## config.mk

```make
export PLATFORM = sky130hd
export DESIGN_NAME = sample_dump_controller
export DESIGN_NICKNAME = d
export VERILOG_FILES = /design/src/rtl/sample_dump_controller.sv
export SDC_FILE = /design/constraint.sdc
export NUM_CORES = 1
export LEC_CHECK = 0
export CAP_MARGIN = 30
export CELL_PAD_IN_SITES_DETAIL_PLACEMENT = 1
export CELL_PAD_IN_SITES_GLOBAL_PLACEMENT = 2
export CORE_MARGIN = 2
export CORE_UTILIZATION = 27
export CTS_CLUSTER_SIZE = 25
export DETAILED_ROUTE_END_ITERATION = 6
export PLACE_DENSITY_LB_ADDON = 0.1
export SKIP_LAST_GASP = 1
export SYNTH_ARGS = -nofsm -noshare
export SYNTH_HDL_FRONTEND = slang
export SYNTH_SLANG_ARGS = --single-unit
```

## constraint.sdc

```tcl
create_clock -name i_clock -period 3.3 [get_ports i_clock]
set_clock_uncertainty 0.15 [all_clocks]
set_input_delay 0.825 -clock i_clock [delete_from_list [all_inputs] [get_ports i_clock]]
set_output_delay 0.825 -clock i_clock [all_outputs]
set_load 0.03 [all_outputs]
```

## src/rtl/sample_dump_controller.sv

```systemverilog
// ---------------------------------------------------------------------------
// sample_dump_controller
//
// Reads one channel (reference or error) of the ADC sample memory, addresses
// 0 .. size-1, and streams every 16-bit sample to the UART transmitter as two
// bytes, MSB first. One i_start pulse runs one complete dump. i_start is only
// honoured in IDLE, and the channel select and size are captured at that
// moment, so changes to them while a dump is running have no effect.
//
// Optional build macro: DUMP_HEADER_EN
//   When defined, two header bytes (0xA5, then {7'b0, select}) are sent
//   before the first sample. A size-0 dump then sends only the header.
//
// Ports:
//   i_clock        system clock
//   i_reset        synchronous active-high reset (aborts a dump, no o_done)
//   i_start        one-cycle dump request
//   i_select       channel select, 0 = reference, 1 = error (captured at start)
//   i_memory_size  number of samples to dump (captured at start)
//   o_addr         sample memory read address
//   o_mem_sel      captured channel select, drives the memory read mux
//   i_ref_data     reference memory read data, one cycle after o_addr
//   i_err_data     error memory read data, one cycle after o_addr
//   o_tx_data      byte for the UART
//   o_tx_start     one-cycle pulse, o_tx_data valid
//   i_tx_done      one-cycle pulse, UART finished the current byte
//   o_busy         dump in progress
//   o_done         one-cycle pulse at the end of a dump
//
// States:
//   state        | meaning
//   -------------+---------------------------------------------------------
//   ST_IDLE      | waiting for i_start
//   ST_HDR0      | header byte 0 (0xA5) offered to UART   (DUMP_HEADER_EN)
//   ST_HDR0_WAIT | waiting for UART done on header byte 0 (DUMP_HEADER_EN)
//   ST_HDR1      | header byte 1 (select) offered to UART (DUMP_HEADER_EN)
//   ST_HDR1_WAIT | waiting for UART done on header byte 1 (DUMP_HEADER_EN)
//   ST_READ      | address presented to memory
//   ST_LATCH     | memory data valid, captured
//   ST_SEND_HI   | sample MSB offered to UART
//   ST_WAIT_HI   | waiting for UART done on MSB
//   ST_SEND_LO   | sample LSB offered to UART
//   ST_WAIT_LO   | waiting for UART done on LSB, then next sample or finish
//   ST_DONE      | o_done pulse, address returned to 0
// ---------------------------------------------------------------------------
module sample_dump_controller #(
  parameter int DATA_SIZE = 16,
  parameter int ADDR_SIZE = 12,
  parameter int BYTE_SIZE = 8
) (
  input  logic                 i_clock,
  input  logic                 i_reset,
  input  logic                 i_start,
  input  logic                 i_select,
  input  logic [ADDR_SIZE-1:0] i_memory_size,
  output logic [ADDR_SIZE-1:0] o_addr,
  output logic                 o_mem_sel,
  input  logic [DATA_SIZE-1:0] i_ref_data,
  input  logic [DATA_SIZE-1:0] i_err_data,
  output logic [BYTE_SIZE-1:0] o_tx_data,
  output logic                 o_tx_start,
  input  logic                 i_tx_done,
  output logic                 o_busy,
  output logic                 o_done
);

  localparam logic [ADDR_SIZE-1:0] ADDR_ZERO = '0;
  localparam logic [ADDR_SIZE-1:0] ADDR_ONE  = {{(ADDR_SIZE-1){1'b0}}, 1'b1};
`ifdef DUMP_HEADER_EN
  localparam logic [BYTE_SIZE-1:0] HDR_MAGIC = BYTE_SIZE'(8'hA5);
`endif

  typedef enum logic [3:0] {
    ST_IDLE,
`ifdef DUMP_HEADER_EN
    ST_HDR0,
    ST_HDR0_WAIT,
    ST_HDR1,
    ST_HDR1_WAIT,
`endif
    ST_READ,
    ST_LATCH,
    ST_SEND_HI,
    ST_WAIT_HI,
    ST_SEND_LO,
    ST_WAIT_LO,
    ST_DONE
  } state_e;

  state_e                 state_q, state_d;
  logic [ADDR_SIZE-1:0]   addr_q, addr_d;
  logic [ADDR_SIZE-1:0]   size_q, size_d;
  logic                   sel_q, sel_d;
  logic [BYTE_SIZE-1:0]   tx_data_q, tx_data_d;
  // Only the low byte needs to be kept: the high byte goes straight into
  // tx_data when the memory word is captured.
  logic [BYTE_SIZE-1:0]   lo_byte_q, lo_byte_d;

  logic [DATA_SIZE-1:0]   mem_word;
  logic                   last_sample;

  assign mem_word    = sel_q ? i_err_data : i_ref_data;
  // Wraps naturally in ADDR_SIZE bits; size 0 never reaches this compare.
  assign last_sample = (addr_q == (size_q - ADDR_ONE));

  always_comb begin
    state_d   = state_q;
    addr_d    = addr_q;
    size_d    = size_q;
    sel_d     = sel_q;
    tx_data_d = tx_data_q;
    lo_byte_d = lo_byte_q;

    unique case (state_q)
      ST_IDLE: begin
        if (i_start) begin
          sel_d  = i_select;
          size_d = i_memory_size;
          addr_d = ADDR_ZERO;
`ifdef DUMP_HEADER_EN
          tx_data_d = HDR_MAGIC;
          state_d   = ST_HDR0;
`else
          state_d = (i_memory_size == ADDR_ZERO) ? ST_DONE : ST_READ;
`endif
        end
      end

`ifdef DUMP_HEADER_EN
      ST_HDR0: state_d = ST_HDR0_WAIT;

      ST_HDR0_WAIT: begin
        if (i_tx_done) begin
          tx_data_d = {{(BYTE_SIZE-1){1'b0}}, sel_q};
          state_d   = ST_HDR1;
        end
      end

      ST_HDR1: state_d = ST_HDR1_WAIT;

      ST_HDR1_WAIT: begin
        if (i_tx_done) begin
          state_d = (size_q == ADDR_ZERO) ? ST_DONE : ST_READ;
        end
      end
`endif

      ST_READ: state_d = ST_LATCH;

      ST_LATCH: begin
        tx_data_d = mem_word[DATA_SIZE-1:BYTE_SIZE];
        lo_byte_d = mem_word[BYTE_SIZE-1:0];
        state_d   = ST_SEND_HI;
      end

      // A done arriving in the same cycle as the start belongs to nothing
      // we sent, so the SEND states never look at i_tx_done.
      ST_SEND_HI: state_d = ST_WAIT_HI;

      ST_WAIT_HI: begin
        if (i_tx_done) begin
          tx_data_d = lo_byte_q;
          state_d   = ST_SEND_LO;
        end
      end

      ST_SEND_LO: state_d = ST_WAIT_LO;

      ST_WAIT_LO: begin
        if (i_tx_done) begin
          if (last_sample) begin
            addr_d  = ADDR_ZERO;
            state_d = ST_DONE;
          end else begin
            addr_d  = addr_q + ADDR_ONE;
            state_d = ST_READ;
          end
        end
      end

      ST_DONE: begin
        addr_d  = ADDR_ZERO;
        state_d = ST_IDLE;
      end

      default: state_d = ST_IDLE;
    endcase
  end

  always_ff @(posedge i_clock) begin
    if (i_reset) begin
      state_q   <= ST_IDLE;
      addr_q    <= '0;
      size_q    <= '0;
      sel_q     <= 1'b0;
      tx_data_q <= '0;
      lo_byte_q <= '0;
    end else begin
      state_q   <= state_d;
      addr_q    <= addr_d;
      size_q    <= size_d;
      sel_q     <= sel_d;
      tx_data_q <= tx_data_d;
      lo_byte_q <= lo_byte_d;
    end
  end

  assign o_addr    = addr_q;
  assign o_mem_sel = sel_q;
  assign o_tx_data = tx_data_q;
  assign o_done    = (state_q == ST_DONE);
  assign o_busy    = (state_q != ST_IDLE) && (state_q != ST_DONE);

`ifdef DUMP_HEADER_EN
  assign o_tx_start = (state_q == ST_SEND_HI) || (state_q == ST_SEND_LO) ||
                      (state_q == ST_HDR0)    || (state_q == ST_HDR1);
`else
  assign o_tx_start = (state_q == ST_SEND_HI) || (state_q == ST_SEND_LO);
`endif

endmodule

```

==> metrics.yaml <==
status:
  status: "complete, no violations"
power_and_ir_drop:
  power.density_nw_per_um2: 397.7
  irDropWorstVdd_v: 0.0001456
  power.static_leakage_uw: 0.001198
floorplanning:
  die_area_um2: 10320
  initial_core_util_pct: 27.83
  rows: 35
  die_y_um: 101.6
  ios: 73
  die_w_um: 101.6
  core_area_um2: 9240
synth:
  synth_nets: 364
  ys_ff_latch: 44
  synth_edf_count: 0
  synth_warnings: 0
  yosysTopAreaCellShare_pct: 34.26
  ys_types: 55
  async_flop_share_pct: 0
  postSynthCellCount: 313
  ys.flop_type: "dfxtp_1"
  yosysTopAreaCell: "dfxtp_1"
  synth.avg_cell_area_um2: 8.215
  synthTopCellsByArea: "dfxtp_1 34%, a211oi_1 7.0%, mux2i_1 6.6%, a21oi_1 5.5%, nand2_1 5.3%"
  ys_seq_area_share_pct: 34.26
  synth.cell_area_um2: 2571
cts:
  clockRootBuffer: "clkbuf_8"
  clockBufferDepth: 2
  cts_tree: "done"
  cts_sinks: 44
  htreeDepth: 2
  clock_latency_ns: 0.30
  cts_setup_buffers: 0
  cts_buffers: 5
  cts_resized: 0
  cts.clk_slew.worst_paths_ns: 0.09
  hold_buffers: 0
detailed_routing:
  first_iter_violations: 46
  drc: 0
  wl_per_cell_um: 14.52
  drtAntennaViolNets: 0
  via_per_inst: 4.845
  vias: 2466
  firstDrtPassIters: 4
  wl_mm: 7.393
place:
  portBuffers: 72
  place.gp.congestion: 0.7400
  post-dp-hpwl_mm: 5.674
  dpl_worst_slack_ns: 0.04762
global_routing:
  grt_max_degree: 40
  overflow: 0
  grt_pass1_wl_mm: 12.32
  grt_pass1_vias: 2514
  antenna_found_initial: 0
  grtUsageTotal_pct: 15.06
critical_path:
  path_class: "flop to flop"
  worstPathArrival_ns: 2.94
  endpoint_kind: "flop"
  crit_required_ns: 3.32
  crit_path_max_fanout: 8
  start_kind: "flop"
timing:
  setup_tns_ns: 0
  tightest_slew_ns: 0.5314
  fin_crit_sh_pct: 88.27
  hold_viol_final: 0
  final_max_slew_viol_count: 0
  setup_viol: 0
  rsz0062_at_grt: "no"
  timing.final.ws_setup_ns: 0.3870
  final.min_clock_period_ns: 2.913
  maxSlewHeadroom_pct: 64.49
  fmax_mhz: 343.3
hold_path:
  hp-class: "flop to flop"
final_layout:
  synthToLayoutAreaGrowth_pct: 37.03
  nets: 430
  diodes: 0
  final_cell_mix: "72 x clkdlybuf4s50_1, 44 x dfxtp_1, 36 x nand2_1"
  drive_gt1_share_pct: 7.368
  mostFrequentLayoutCell: "clkdlybuf4s50_1"
run:
  drv_cap: 0
cell families (layout without fill, tap and decap cells):
family,Yosys count,in the layout,share of synthesized area [%]
multiplexers,17,17,6.618
flip-flops,44,44,34.26
AO/OA/AOI/OAI,79,79,21.51
XOR/XNOR,21,21,7.153
buffers and inverters,28,95,5.304
AND/OR/NAND/NOR,122,122,24.18
adder cells (fa/ha/maj),2,2,0.9731
cell usage after synthesis, drive strengths merged, types with 7 or more instances:
cell type,instances
clkbuf,19
nor3,7
nor4,8
nor2,31
dfxtp,44
xnor2,13
mux2i,17
nand2,36
a211oi,24
xor2,8
a21oi,28
through the flow:
stage | utilization [%] | total power (µW) | instance area (µm²) | instances | hold slack [ns]
6_report | 38.13 | 1401 | 3523 | 509 | 0.3311
2_1_floorplan | - | 851.5 | 2571 | 313 | 0.2988
3_5_place_dp | 36.97 | 999.1 | 3416 | 501 | 0.3236
4_1_cts | 38.13 | 1423 | 3523 | 509 | 0.3363
5_1_grt | 38.13 | 1495 | 3523 | 509 | 0.3755
3_3_place_gp | 36.97 | 994.3 | 3416 | 501 | 0.3169
critical path, stage by stage (launching register included):
cell and delay, ns:
dfxtp_1 0.39, or4_1 0.64, or3_2 0.50, o31ai_1 0.38, nand4_2 0.27, o21ai_4 0.34
a211oi_1 0.11
where the power goes:
part	total [µW]	internal, µW	switching [µW]
Clock	422	225	196
Combinational	379	180	199
Sequential	601	566	34.5
cell type report:
type / instances / area (µm²)
fillers: 1111 / 5717
multi-input cells: 241 / 1559
flip-flops and latches: 44 / 880.8
repair buffers: 82 / 795.8
well taps: 129 / 161.4
clock buffers: 6 / 72.57
clock inverters: 2 / 35.03
inverters: 5 / 18.77
layer usage:
| metal | vias to the layer above | global-route usage (%) | share of wire, % |
|---|---|---|---|
| met5 | - | 0 | 0 |
| li1 | 1266 | - | - |
| met1 | 1146 | 18.54 | 46 |
| met2 | 48 | 26.27 | 49 |
| met4 | 0 | 3.430 | 0.96 |
| met3 | 6 | 3.934 | 4.3 |
state kept, by name, summed over array words and instances, names as in the netlist:
| register | count |
|---|---|
| o_addr | 12 |
| size_q | 12 |
| lo_byte_q | 8 |
| o_tx_data | 8 |
| state_q | 3 |
| o_mem_sel | 1 |
worst paths after layout:
check	start	end	slack, ns	cells after the start
setup / recovery	size_q[2]	o_addr[10]	0.39	6
hold / removal	size_q[11]	size_q[11]	0.33	2
setup reg to reg	size_q[2]	o_addr[10]	0.39	6
hold reg to reg	size_q[11]	size_q[11]	0.33	2
Power figures use the tool's default switching activity.
